===== src/rtl/dm_sb_pkg.sv =====
// Shared types for the data-memory store buffer: FSM states, FIFO entry layout, lane merge helper.
// The entry widths here set the default ADDR_W/DATA_W of dm_store_buffer; keep them in step.
package dm_sb_pkg;

    localparam int LANES     = 4;
    localparam int SB_ADDR_W = 32;
    localparam int SB_DATA_W = 32;

    typedef enum logic [1:0] {
        IDLE    = 2'd0,
        DRAIN   = 2'd1,
        RD_WAIT = 2'd2,
        RD_DONE = 2'd3
    } state_t;

    typedef struct packed {
        logic [SB_ADDR_W-3:0] word_addr;
        logic [SB_DATA_W-1:0] data;
        logic [LANES-1:0]     mask;
    } sb_entry_t;

    // Overlay the enabled byte lanes of a new store onto an existing entry.
    function automatic sb_entry_t coalesce_entry(
        input sb_entry_t            old_e,
        input logic [SB_DATA_W-1:0] data,
        input logic [LANES-1:0]     mask
    );
        sb_entry_t m;
        m = old_e;
        for (int i = 0; i < LANES; i++) begin
            if (mask[i]) begin
                m.data[8*i +: 8] = data[8*i +: 8];
            end
        end
        m.mask = old_e.mask | mask;
        return m;
    endfunction

endpackage


===== src/rtl/dm_store_buffer_sb_fifo.sv =====
// DEPTH-entry in-order store FIFO with a combinational head read and an in-place
// tail rewrite port used when a new store merges into the newest entry.
module sb_fifo
    import dm_sb_pkg::*;
#(
    parameter int DEPTH = 4
) (
    input  logic                       clk,
    input  logic                       rst_n,
    input  logic                       push,
    input  sb_entry_t                  push_entry,
    input  logic                       pop,
    input  logic                       merge,
    input  sb_entry_t                  merge_entry,
    output sb_entry_t                  head_entry,
    output sb_entry_t                  tail_entry,
    output logic                       full,
    output logic                       empty,
    output logic [$clog2(DEPTH+1)-1:0] count
);

    localparam int PTR_W = $clog2(DEPTH);
    localparam int CNT_W = $clog2(DEPTH+1);

    sb_entry_t        mem [DEPTH];
    logic [PTR_W-1:0] head_ptr;
    logic [PTR_W-1:0] tail_ptr;
    logic [PTR_W-1:0] tail_idx;

    // tail_ptr points at the next free slot; the newest entry sits one behind it.
    assign tail_idx   = tail_ptr - PTR_W'(1);
    assign head_entry = mem[head_ptr];
    assign tail_entry = mem[tail_idx];
    assign full       = (count == CNT_W'(DEPTH));
    assign empty      = (count == '0);

    always_ff @(posedge clk or negedge rst_n) begin
        if (!rst_n) begin
            for (int i = 0; i < DEPTH; i++) begin
                mem[i] <= '0;
            end
            head_ptr <= '0;
            tail_ptr <= '0;
            count    <= '0;
        end else begin
            if (push) begin
                mem[tail_ptr] <= push_entry;
                tail_ptr      <= tail_ptr + PTR_W'(1);
            end else if (merge) begin
                mem[tail_idx] <= merge_entry;
            end
            if (pop) begin
                head_ptr <= head_ptr + PTR_W'(1);
            end
            case ({push, pop})
                2'b10:   count <= count + CNT_W'(1);
                2'b01:   count <= count - CNT_W'(1);
                default: count <= count;
            endcase
        end
    end

endmodule


===== src/rtl/dm_store_buffer.sv =====
// Posted-store bridge between the core data port and a req/ack data bus; loads drain the
// buffer first. Optional store coalescing into the newest entry: define SB_COALESCE_EN.
module dm_store_buffer
    import dm_sb_pkg::*;
#(
    parameter int DEPTH  = 4,
    parameter int ADDR_W = SB_ADDR_W,
    parameter int DATA_W = SB_DATA_W
) (
    input  logic                       clk_in,
    input  logic                       rst_in,
    input  logic [ADDR_W-1:0]          core_addr_in,
    input  logic [DATA_W-1:0]          core_wdata_in,
    input  logic [LANES-1:0]           core_wr_mask_in,
    input  logic                       core_wr_req_in,
    input  logic                       core_rd_req_in,
    output logic [DATA_W-1:0]          core_rdata_out,
    output logic                       core_stall_out,
    output logic                       bus_req_out,
    output logic                       bus_we_out,
    output logic [ADDR_W-1:0]          bus_addr_out,
    output logic [DATA_W-1:0]          bus_wdata_out,
    output logic [LANES-1:0]           bus_mask_out,
    input  logic                       bus_ack_in,
    input  logic [DATA_W-1:0]          bus_rdata_in,
    output state_t                     dbg_state,
    output logic [$clog2(DEPTH+1)-1:0] dbg_count
);

    localparam int CNT_W = $clog2(DEPTH+1);

    state_t            state;
    state_t            state_nxt;
    logic [ADDR_W-3:0] rd_word_q;
    logic [DATA_W-1:0] rdata_q;

    sb_entry_t         head_entry;
    sb_entry_t         tail_entry;
    sb_entry_t         push_entry;
    sb_entry_t         merged_entry;
    logic              full;
    logic              empty;
    logic [CNT_W-1:0]  count;

    logic              write_active;
    logic              read_active;
    logic              pop;
    logic              push;
    logic              merge;
    logic              store_req;
    logic              store_blocked;
    logic              load_start;
    logic              last_pop;
    logic              unused_addr_lsb;

    assign unused_addr_lsb = ^core_addr_in[1:0];

    // Bus handshake: bus_req_out rises with all bus_* fields valid and they hold steady until
    // the cycle bus_ack_in is high; that edge completes the transfer. Ack without req is ignored.
    assign write_active = ((state == IDLE) || (state == DRAIN)) && !empty;
    assign read_active  = (state == RD_WAIT);
    assign pop          = write_active && bus_ack_in;
    assign last_pop     = pop && (count == CNT_W'(1));

    // Zero-mask stores are accepted (no stall) but never enter the buffer.
    assign store_req  = (state == IDLE) && core_wr_req_in && (core_wr_mask_in != '0);
    assign load_start = (state == IDLE) && core_rd_req_in && !core_wr_req_in;

    assign push_entry = '{word_addr: core_addr_in[ADDR_W-1:2],
                          data:      core_wdata_in,
                          mask:      core_wr_mask_in};

`ifdef SB_COALESCE_EN
    // A lone entry already on the bus must not change under the transaction.
    assign merge = store_req && !empty
                   && (tail_entry.word_addr == core_addr_in[ADDR_W-1:2])
                   && !((count == CNT_W'(1)) && write_active);
    assign merged_entry = coalesce_entry(tail_entry, core_wdata_in, core_wr_mask_in);
`else
    logic unused_tail;
    assign merge        = 1'b0;
    assign merged_entry = '0;
    assign unused_tail  = ^tail_entry;
`endif

    assign store_blocked = store_req && !merge && full && !pop;
    assign push          = store_req && !merge && !store_blocked;

    sb_fifo #(
        .DEPTH(DEPTH)
    ) u_fifo (
        .clk        (clk_in),
        .rst_n      (rst_in),
        .push       (push),
        .push_entry (push_entry),
        .pop        (pop),
        .merge      (merge),
        .merge_entry(merged_entry),
        .head_entry (head_entry),
        .tail_entry (tail_entry),
        .full       (full),
        .empty      (empty),
        .count      (count)
    );

    always_ff @(posedge clk_in or negedge rst_in) begin
        if (!rst_in) begin
            state     <= IDLE;
            rd_word_q <= '0;
            rdata_q   <= '0;
        end else begin
            state <= state_nxt;
            if (load_start) begin
                rd_word_q <= core_addr_in[ADDR_W-1:2];
            end
            if (read_active && bus_ack_in) begin
                rdata_q <= bus_rdata_in;
            end
        end
    end

    always_comb begin
        state_nxt = state;
        case (state)
            IDLE: begin
                if (load_start) begin
                    state_nxt = (empty || last_pop) ? RD_WAIT : DRAIN;
                end
            end
            DRAIN: begin
                if (empty || last_pop) begin
                    state_nxt = RD_WAIT;
                end
            end
            RD_WAIT: begin
                if (bus_ack_in) begin
                    state_nxt = RD_DONE;
                end
            end
            RD_DONE: state_nxt = IDLE;
            default: state_nxt = IDLE;
        endcase
    end

    always_comb begin
        bus_req_out   = 1'b0;
        bus_we_out    = 1'b0;
        bus_addr_out  = '0;
        bus_wdata_out = '0;
        bus_mask_out  = '0;
        if (write_active) begin
            bus_req_out   = 1'b1;
            bus_we_out    = 1'b1;
            bus_addr_out  = {head_entry.word_addr, 2'b00};
            bus_wdata_out = head_entry.data;
            bus_mask_out  = head_entry.mask;
        end else if (read_active) begin
            bus_req_out  = 1'b1;
            bus_addr_out = {rd_word_q, 2'b00};
        end
    end

    assign core_stall_out = (core_rd_req_in && (state != RD_DONE)) || store_blocked;
    assign core_rdata_out = rdata_q;
    assign dbg_state      = state;
    assign dbg_count      = count;

endmodule


===== config.mk =====
export PLATFORM = sky130hd
export DESIGN_NAME = dm_store_buffer
export DESIGN_NICKNAME = d
export VERILOG_FILES = /design/src/rtl/dm_sb_pkg.sv /design/src/rtl/dm_store_buffer_sb_fifo.sv /design/src/rtl/dm_store_buffer.sv
export SDC_FILE = /design/constraint.sdc
export NUM_CORES = 1
export LEC_CHECK = 0
export ABC_AREA = 0
export CAP_MARGIN = 25
export CORE_MARGIN = 2
export CORE_UTILIZATION = 60
export CTS_BUF_LIST = sky130_fd_sc_hd__clkbuf_4 sky130_fd_sc_hd__clkbuf_8
export DETAILED_ROUTE_END_ITERATION = 10
export DONT_BUFFER_PORTS = 1
export PLACE_DENSITY_LB_ADDON = 0.05
export SYNTH_ARGS = -nofsm -noshare
export SYNTH_HDL_FRONTEND = slang
export SYNTH_HIERARCHICAL = 1
export SYNTH_SLANG_ARGS = --single-unit

===== constraint.sdc =====
create_clock -name clk_in -period 2.75 [get_ports clk_in]
set_input_delay 0.55 -clock clk_in [delete_from_list [all_inputs] [get_ports clk_in]]
set_output_delay 0.55 -clock clk_in [all_outputs]
set_load 0.05 [all_outputs]

==> flow_summary.ini, run 1 <==
[finish]
diodes = 0
fillCellCount = 1896
instances_no_fill = 2085
final_core_util_pct = 77.0
drive_gt1_share_pct = 43.6
synthToLayoutAreaGrowth_pct = 26.3
nNetsFinal = 1771

[floorplanning]
die_h_um = 177
pin_count = 213
initial_utilization_pct = 60.9
rows = 63
core_mm2 = 0.0296
die_area_mm2 = 0.0315
fp.dieW_um = 177

[routing]
vias = 13400
final_antenna_net_count = 0
drc = 0
wl_per_cell_um = 25.4
firstDrtPassIters = 5
first_iter_violations = 1216
vias_per_cell = 6.42
wirelength_um = 52900

[worst_setup_path]
path_class = register to output pin
worst-path-max-fanout = 8
worstSetupStartpointType = register
crit_required_ns = 2.20
crit_arrival_ns = 2.25
end_kind = output pin

[yosys]
syn_inst = 1347
synth_area_per_cell_um2 = 13.4
synth_warnings = 6
synth_area_mm2 = 0.0181

[sta]
fin_skew_ns = 0.0266
tns_ns = -0.823
clock.fmax_mhz = 357
setup_violations = 37
worst_pin_slew_ns = 1.04
period_needed_ns = 2.80
fin_ws_ns = -0.0526
post-route-period-util_pct = 102
fin_hold_ws_ns = -0.330
hold_viol = 335
rsz0062_at_grt = yes
slew_headroom_pct = 30.8
maxSlewViolCount = 0

[power_and_ir_drop]
powerDensity_mw_per_mm2 = 1360
p_total_uw = 31100
p_leak_uw = 0.0104
max-vdd-ir-drop_mv = 0.824

[global_route]
grt_antenna_before_repair = 0
grt.total_usage_pct = 32.5
grt_pass1_wl_um = 79100
grt_max_degree = 336
grt_pass1_vias = 13600
overflow = 0

[clock_tree]
cts_buffers = 56
cts_tree = done
cts_num_sinks = 335
worstSkewPairLatency_ns = 0.60
root_buffer = clkbuf_8
clk_path_buf_depth = 3
cts_max_level = 2
clkSlewWorstSetupHoldPaths_ns = 0.06

[placed_design]
placedCellCount = 1948
io_buffers = 0
gp_congestion = 0.813
dp_hpwl_um = 25600

[status]
violations = hold timing, setup timing
status = complete, but fails checks

[job]
maxCapViolCount = 0

[worst_hold_path]
hp-class = input pin to async pin
[layout make-up]
type / count / area [um^2] / area share (%)
clock inverter: 7 / 63.8 / 0.280
tap: 390 / 488 / 2.14
multi-input combinational: 1104 / 10400 / 45.4
inverter: 12 / 50.0 / 0.219
clock buffer: 91 / 1110 / 4.86
timing repair buffer: 146 / 2340 / 10.3
sequential: 335 / 8400 / 36.8
[flip-flops by register name, indices dropped and copies added, names as in the netlist]
signal           flops
core_rdata_out      32
dbg_state            2
rd_word_q           30
u_fifo/count         3
u_fifo/head_ptr      2
u_fifo/mem         264
u_fifo/tail_ptr      2
[routing by layer]
metal | share of wire, % | global-route usage (%) | vias to the layer above
li1 | - | - | 5699
met1 | 40 | 43.9 | 6935
met2 | 49 | 53.9 | 635
met3 | 8.3 | 6.08 | 120
met4 | 3.0 | 9.56 | 0
met5 | 0 | 0 | -
[report_power, final]
part | switching, uW | internal (uW)
clock | 2020 | 2620
combinational | 9310 | 8170
sequential | 2020 | 6950
total | 13400 | 17700
[cell usage in the layout (no fill, tap or decap), types with 5 or more instances in the layout]
cell type    n
o21ai_2     20
and2_4      34
clkinv_2     5
buf_8        7
conb_1     267
dfrtp_2      5
clkbuf_16   11
buf_4       31
mux4_2      66
ha_2         5
buf_6       36
nand2_2     18
inv_1       10
mux2_1      18
buf_16      14
nand2_1     38
nand2_4      8
dfrtp_1    328
mux2_2     308
clkbuf_8    68
o21ai_4     10
buf_12      47
clkbuf_4    23
a32o_1     264
[timing repair]
action / in CTS / in global routing
setup buffers: 12 / 5
resized for setup: 127 / 66
pin swaps: 8 / 14
cloned: 11 / 12
hold endpoints to repair: 335 / 335
endpoints found under the setup margin: 68 / 67
[worst paths after layout]
| kind | end | startpoint | cells past startpoint | slack [ns] |
|---|---|---|---|---|
| worst max-delay path | bus_addr_out[6] | dbg_state[1] | 8 | -0.05 |
| worst min-delay path | rd_word_q[23] | rst_in | 0 | -0.33 |
| worst max register to register | u_fifo/count[2] | dbg_state[1] | 13 | 0.14 |
| worst min register to register | u_fifo/mem[29] | u_fifo/mem[29] | 1 | 0.49 |
| max in group asynchronous | u_fifo/mem[160] | rst_in | 0 | 2.57 |
| min in group clk_in | core_rdata_out[9] | bus_rdata_in[9] | 1 | 0.09 |
[metrics by stage]
step	cell area, um^2	setup slack [ns]
2_1_floorplan	19100	-0.203
3_3_place_gp	20200	0.168
3_5_place_dp	20200	0.118
4_1_cts	22200	-0.0526
5_1_grt	22800	-0.104
6_report	22800	-0.0526
[critical path: stages, from the launching register on]
cell and delay (ns):
dfrtp_2 0.44, inv_4 0.10, ha_4 0.15, o21ba_4 0.24, buf_16 0.23, buf_12 0.17, nand2_2 0.07, o21ai_2 0.07
buf_6 0.18
Power figures use the tool's default switching activity.
==> run 2, diff against run 1 <==
--- a/config.mk
+++ b/config.mk
@@ -14,2 +14,4 @@
 export DONT_BUFFER_PORTS = 1
+export GPL_TIMING_DRIVEN = 1
+export MAX_ROUTING_LAYER = met4
 export PLACE_DENSITY_LB_ADDON = 0.05
==> constraint.sdc (replaced) <==
create_clock -name clk_in -period 2.75 [get_ports clk_in]
set_input_delay 0.1375 -clock clk_in [delete_from_list [all_inputs] [get_ports clk_in]]
set_output_delay 0.1375 -clock clk_in [all_outputs]
set_load 0.05 [all_outputs]
==> run 2 against run 1 <==
Against the previous run: the run ends with hold timing left; clock skew fell by 0.0078 ns; utilization decreased by 1.6 points; fmax increased by 5.4%; global-route usage is 0.29 points lower; sequential power hardly changed; via count decreased by 0.69%; routed wire length shrank 8.2%.
==> flow_summary.ini, run 2 (synthesis results as in run 1) <==
[floorplanning]
core_mm2 = 0.0296
pin_count = 213
fp.dieW_um = 177
rows = 63
initial_utilization_pct = 60.9
die_area_mm2 = 0.0315
die_h_um = 177

[placed_design]
io_buffers = 0
gp_congestion = 0.809
dp_hpwl_um = 25600
placedCellCount = 1949

[sta]
period_needed_ns = 2.66
post-route-period-util_pct = 96.7
maxSlewViolCount = 0
hold_viol = 335
worst_pin_slew_ns = 1.19
fin_hold_ws_ns = -0.760
slew_headroom_pct = 20.4
tns_ns = 0
clock.fmax_mhz = 376
setup_violations = 0
fin_skew_ns = 0.0188

[global_route]
grt_pass1_wl_um = 77000
overflow = 0
grt_pass1_vias = 13900
grt.total_usage_pct = 32.2
grt_max_degree = 336
grt_antenna_before_repair = 4

[clock_tree]
worstSkewPairLatency_ns = 0.60
cts_num_sinks = 335
clkSlewWorstSetupHoldPaths_ns = 0.06
clk_path_buf_depth = 3
cts_buffers = 56
cts_tree = done
root_buffer = clkbuf_8
postCtsHoldBufs = 100
cts_max_level = 2

[finish]
nNetsFinal = 1840
largest_register_ff_count = 264
synthToLayoutAreaGrowth_pct = 23.7
final_common_cell = dfrtp_1
drive_gt1_share_pct = 35.5
final_core_util_pct = 75.4
final_cell_mix = dfrtp_1 (328), mux2_2 (308), conb_1 (267)
instances_no_fill = 2166
top_register = u_fifo/mem

[power_and_ir_drop]
p_leak_uw = 0.0102
max-vdd-ir-drop_mv = 1.02
p_seq_share_pct = 32.5
p_int_uw = 15800
switchingPower_uw = 11900
powerDensity_mw_per_mm2 = 1240
p_comb_share_pct = 49.2
pwr-share-clk_pct = 18.3
p_total_uw = 27700
sw_frac_of_total_pct = 42.8

[routing]
dr_wl_met3_um = 3500
met1_length_um = 19700
routed.top_layer = met4
vias = 13300
first_iter_violations = 1080
wirelength_um = 48600
final_antenna_net_count = 0
firstDrtPassIters = 6
drc = 0
wl_per_cell_um = 22.4
wl_met2_um = 24500
vias_per_cell = 6.14

[job]
maxCapViolCount = 0

[status]
status = complete, but fails checks
violations = hold timing

[worst_setup_path]
crit_required_ns = 2.61
worstSetupStartpointType = register
path_class = register to output pin
crit_arrival_ns = 2.52
end_kind = output pin
worst-path-max-fanout = 36

[worst_hold_path]
hp-class = input pin to async pin
[run 2: final timing paths]
kind / from / endpoint / slack, ns / depth (start not counted)
min in group clk_in: core_rd_req_in / rd_word_q[20] / 0.03 / 3
max reg2reg: dbg_state[0] / u_fifo/mem[85] / 0.12 / 9
min reg2reg: u_fifo/mem[38] / u_fifo/mem[38] / 0.49 / 1
max in group asynchronous: rst_in / u_fifo/head_ptr[1] / 2.45 / 0
max: u_fifo/head_ptr[0] / bus_wdata_out[7] / 0.09 / 4
min: rst_in / rd_word_q[23] / -0.76 / 0
[run 2: cell type report]
type	instances	area [um^2]
clock buffer	95	1200
timing repair buffer	215	2080
clock inverter	10	129
inverter	12	50.0
antenna	5	12.5
sequential	335	8400
fill	1996	7300
multi-input combinational	1104	9980
tap	390	488
[run 2: what timing repair did]
action                                  CTS  global route
endpoints found under the setup margin    0            29
resized for setup                         0             2
hold endpoints to repair                666           335
setup buffers                             0             7
[run 2: worst max-delay path: stages (launching register included)]
cell and delay (ns):
dfrtp_4 0.85, buf_4 0.37, mux4_2 0.32, and2_1 0.18
buf_4 0.20
[run 2: metrics by stage]
stage,instance area (um^2),worst slack [ns]
after detailed placement,19900,0.134
final,22300,0.0900
after floorplan,19100,-0.0309
after CTS,22200,0.0184
after global placement,19900,0.202
after global routing,22300,-0.000907
[run 2: routing by layer]
layer  global-route usage, %  vias up
met5                       -        -
met4                    9.15        0
met3                    6.17       74
met2                    51.9      487
met1                    42.0     6893
li1                        -     5842
[run 2: power groups by stage]
stage | clock network (uW) | logic (uW) | registers [uW]
CTS | 5150 | 13400 | 9050
global route | 5400 | 14400 | 9240
detailed placement | 0 | 13200 | 9140
finish | 5080 | 13600 | 9010
floorplan | 0 | 10000 | 8680
global placement | 0 | 12900 | 9030
==> run 3, diff against run 2 <==
SYNTH_HIERARCHICAL = default   (was 1)
==> run 3 against run 2 <==
Against the previous run: non-clock buffer count is 10 lower; count of clock-buffer cells in the layout shrank 2; global-route usage fell by 5.5 points; fmax is 1.2% higher; routed wire length is 26% lower; worst setup slack gained 0.031 ns; die area down 12%; the flow still finishes with violations (hold timing); utilization grew 0.17 points; critical path depth grew 4.
==> flow_summary.ini, run 3 <==
[placed_design]
io_buffers = 0
gp_congestion = 0.791
dp_hpwl_um = 21100

[sta]
period_needed_ns = 2.63
rsz0062_at_grt = no
clock.fmax_mhz = 380
post-route-period-util_pct = 95.6
fin_hold_ws_ns = -0.739
hold_viol = 335
setup_violations = 0
slew_headroom_pct = 63.8
fin_skew_ns = 0.0268
worst_pin_slew_ns = 0.542
maxSlewViolCount = 0

[yosys]
synthDistinctLibCells = 34
synth_area_per_cell_um2 = 16.0
synth_top_area_share_pct = 53.0
ys_ff_latch = 335
synth_area_mm2 = 0.0158
yosysSeqAreaShare_pct = 53.0
synth_edf_count = 0
synth_area_leader_cell = dfrtp_1
syn_inst = 986
synth_common_cells = dfrtp_1 (335), mux2_2 (166), mux2_4 (160)
yosysMostFrequentCell = dfrtp_1
synth_warnings = 0
async_flop_share_pct = 100
synth-main-ff-cell = dfrtp_1
synth_top_cells_by_area = dfrtp_1 (53%), mux2_4 (15%), mux2_2 (12%)

[global_route]
grt_pass1_vias = 10200
overflow = 0
grt_antenna_before_repair = 0
grt_pass1_wl_um = 57400
grt_max_degree = 336
grt.total_usage_pct = 26.8

[floorplanning]
initial_utilization_pct = 60.9
die_area_mm2 = 0.0277
core_mm2 = 0.0260
pin_count = 213
fp.dieW_um = 166
die_h_um = 166
rows = 59

[worst_setup_path]
crit_arrival_ns = 2.49
worstSetupStartpointType = register
worst-path-max-fanout = 23
crit_required_ns = 2.61
end_kind = output pin
crit_start = dbg_state[0]
path_class = register to output pin
r2r_start = dbg_state[1]

[routing]
first_iter_violations = 596
wl_per_cell_um = 23.1
vias_per_cell = 5.87
final_antenna_net_count = 0
firstDrtPassIters = 5
vias = 9160
drc = 0
wirelength_um = 36000

[finish]
drive_gt1_share_pct = 49.8
final_core_util_pct = 75.5
nNetsFinal = 1304
final_common_cell = dfrtp_1
largest_register_ff_count = 264
diodes = 0
final_cell_mix = dfrtp_1 (333), mux2_2 (166), mux2_4 (160)
fillCellCount = 1535
top_register = u_fifo.mem
synthToLayoutAreaGrowth_pct = 24.0

[status]
violations = hold timing
status = complete, but fails checks

[clock_tree]
cts_buffers = 55
worstSkewPairLatency_ns = 0.57
cts_num_sinks = 335
clk_path_buf_depth = 3
root_buffer = clkbuf_8
postCtsHoldBufs = 101
cts_tree = done
cts_max_level = 2
clkSlewWorstSetupHoldPaths_ns = 0.06

[worst_hold_path]
hp-class = input pin to async pin

[job]
maxCapViolCount = 0
run 3: cell types whose count changed in the layout (fill, tap and decap cells not counted), sizes merged, moves of 3 or more:
| cell | previous run | this run |
|---|---|---|
| bufinv | 3 | 0 |
| a21oi | 0 | 3 |
| nor2b | 5 | 2 |
| buf | 115 | 100 |
| ha | 10 | 14 |
| diode | 5 | 0 |
| xor2 | 4 | 1 |
| conb | 267 | 2 |
| a22oi | 4 | 0 |
| a32o | 264 | 0 |
| xnor2 | 2 | 5 |
| and2 | 37 | 41 |
| inv | 13 | 10 |
run 3: cell families (layout without fill, tap and decap cells):
group | Yosys count | after routing | synth area share, %
buffers and inverters | 74 | 313 | 3.75
AOI/OAI and AO/OA | 46 | 46 | 1.71
DFF | 335 | 335 | 53.0
xor gates and xnor gates | 6 | 6 | 0.332
other | 1 | 2 | 0.0237
and+or+nand+nor | 117 | 117 | 3.63
muxes | 393 | 393 | 36.5
adders and majority gates | 14 | 14 | 1.11
run 3: final cells by class:
cell class	instances	area, um^2	share of cell area, %
Multi-Input combinational cell	578	6880	35.1
Sequential cell	335	8390	42.8
Clock inverter	5	25.0	0.128
Clock buffer	93	1140	5.82
Timing Repair Buffer	205	2730	13.9
Inverter	10	37.5	0.191
Tap cell	335	419	2.14
run 3: critical path, cell delays in order, from the launching register on:
cell and delay [ns]:
dfrtp_1 0.38, buf_4 0.21, ha_1 0.28, nor2_2 0.20, nor2_4 0.05, buf_12 0.16, clkbuf_16 0.20, o21ai_1 0.26
buf_12 0.18
run 3: worst paths after layout:
| path | to | slack (ns) | cells after the start |
|---|---|---|---|
| min | u_fifo.mem[150] | -0.74 | 0 |
| max | bus_addr_out[17] | 0.12 | 8 |
| min reg2reg | u_fifo.mem[31] | 0.50 | 1 |
| max in group asynchronous | u_fifo.head_ptr[0] | 3.00 | 0 |
| max reg2reg | u_fifo.mem[13] | 0.48 | 6 |
| min in group clk_in | dbg_state[1] | 0.05 | 3 |
run 3: per-stage QoR:
step | setup slack (ns) | setup TNS [ns] | instances | cell area (um^2) | hold slack [ns]
floorplan | -0.0569 | -1.08 | 987 | 15800 | -0.158
global placement | 0.488 | 0 | 1357 | 17300 | -0.148
detailed placement | 0.407 | 0 | 1357 | 17300 | -0.150
CTS | 0.00154 | 0 | 1556 | 19500 | -0.766
global route | 0.00415 | 0 | 1561 | 19600 | -0.772
finish | 0.121 | 0 | 1561 | 19600 | -0.739
run 3: routing by layer:
layer / share of wire (%) / track usage, %
met1: 42 / 34.1
met2: 51 / 44.4
met3: 5.3 / 5.74
met4: 1.5 / 6.37
met5: 0 / -
run 3: what timing repair did:
item	in CTS	in global routing
resized for setup	0	13
setup endpoints to repair	0	51
buffers inserted	0	1
hold endpoints to repair	665	335
Power of run 3 is left out: the tool's default activity adds up to more than one toggle a clock period on the data nets, which glitch-free logic cannot reach.
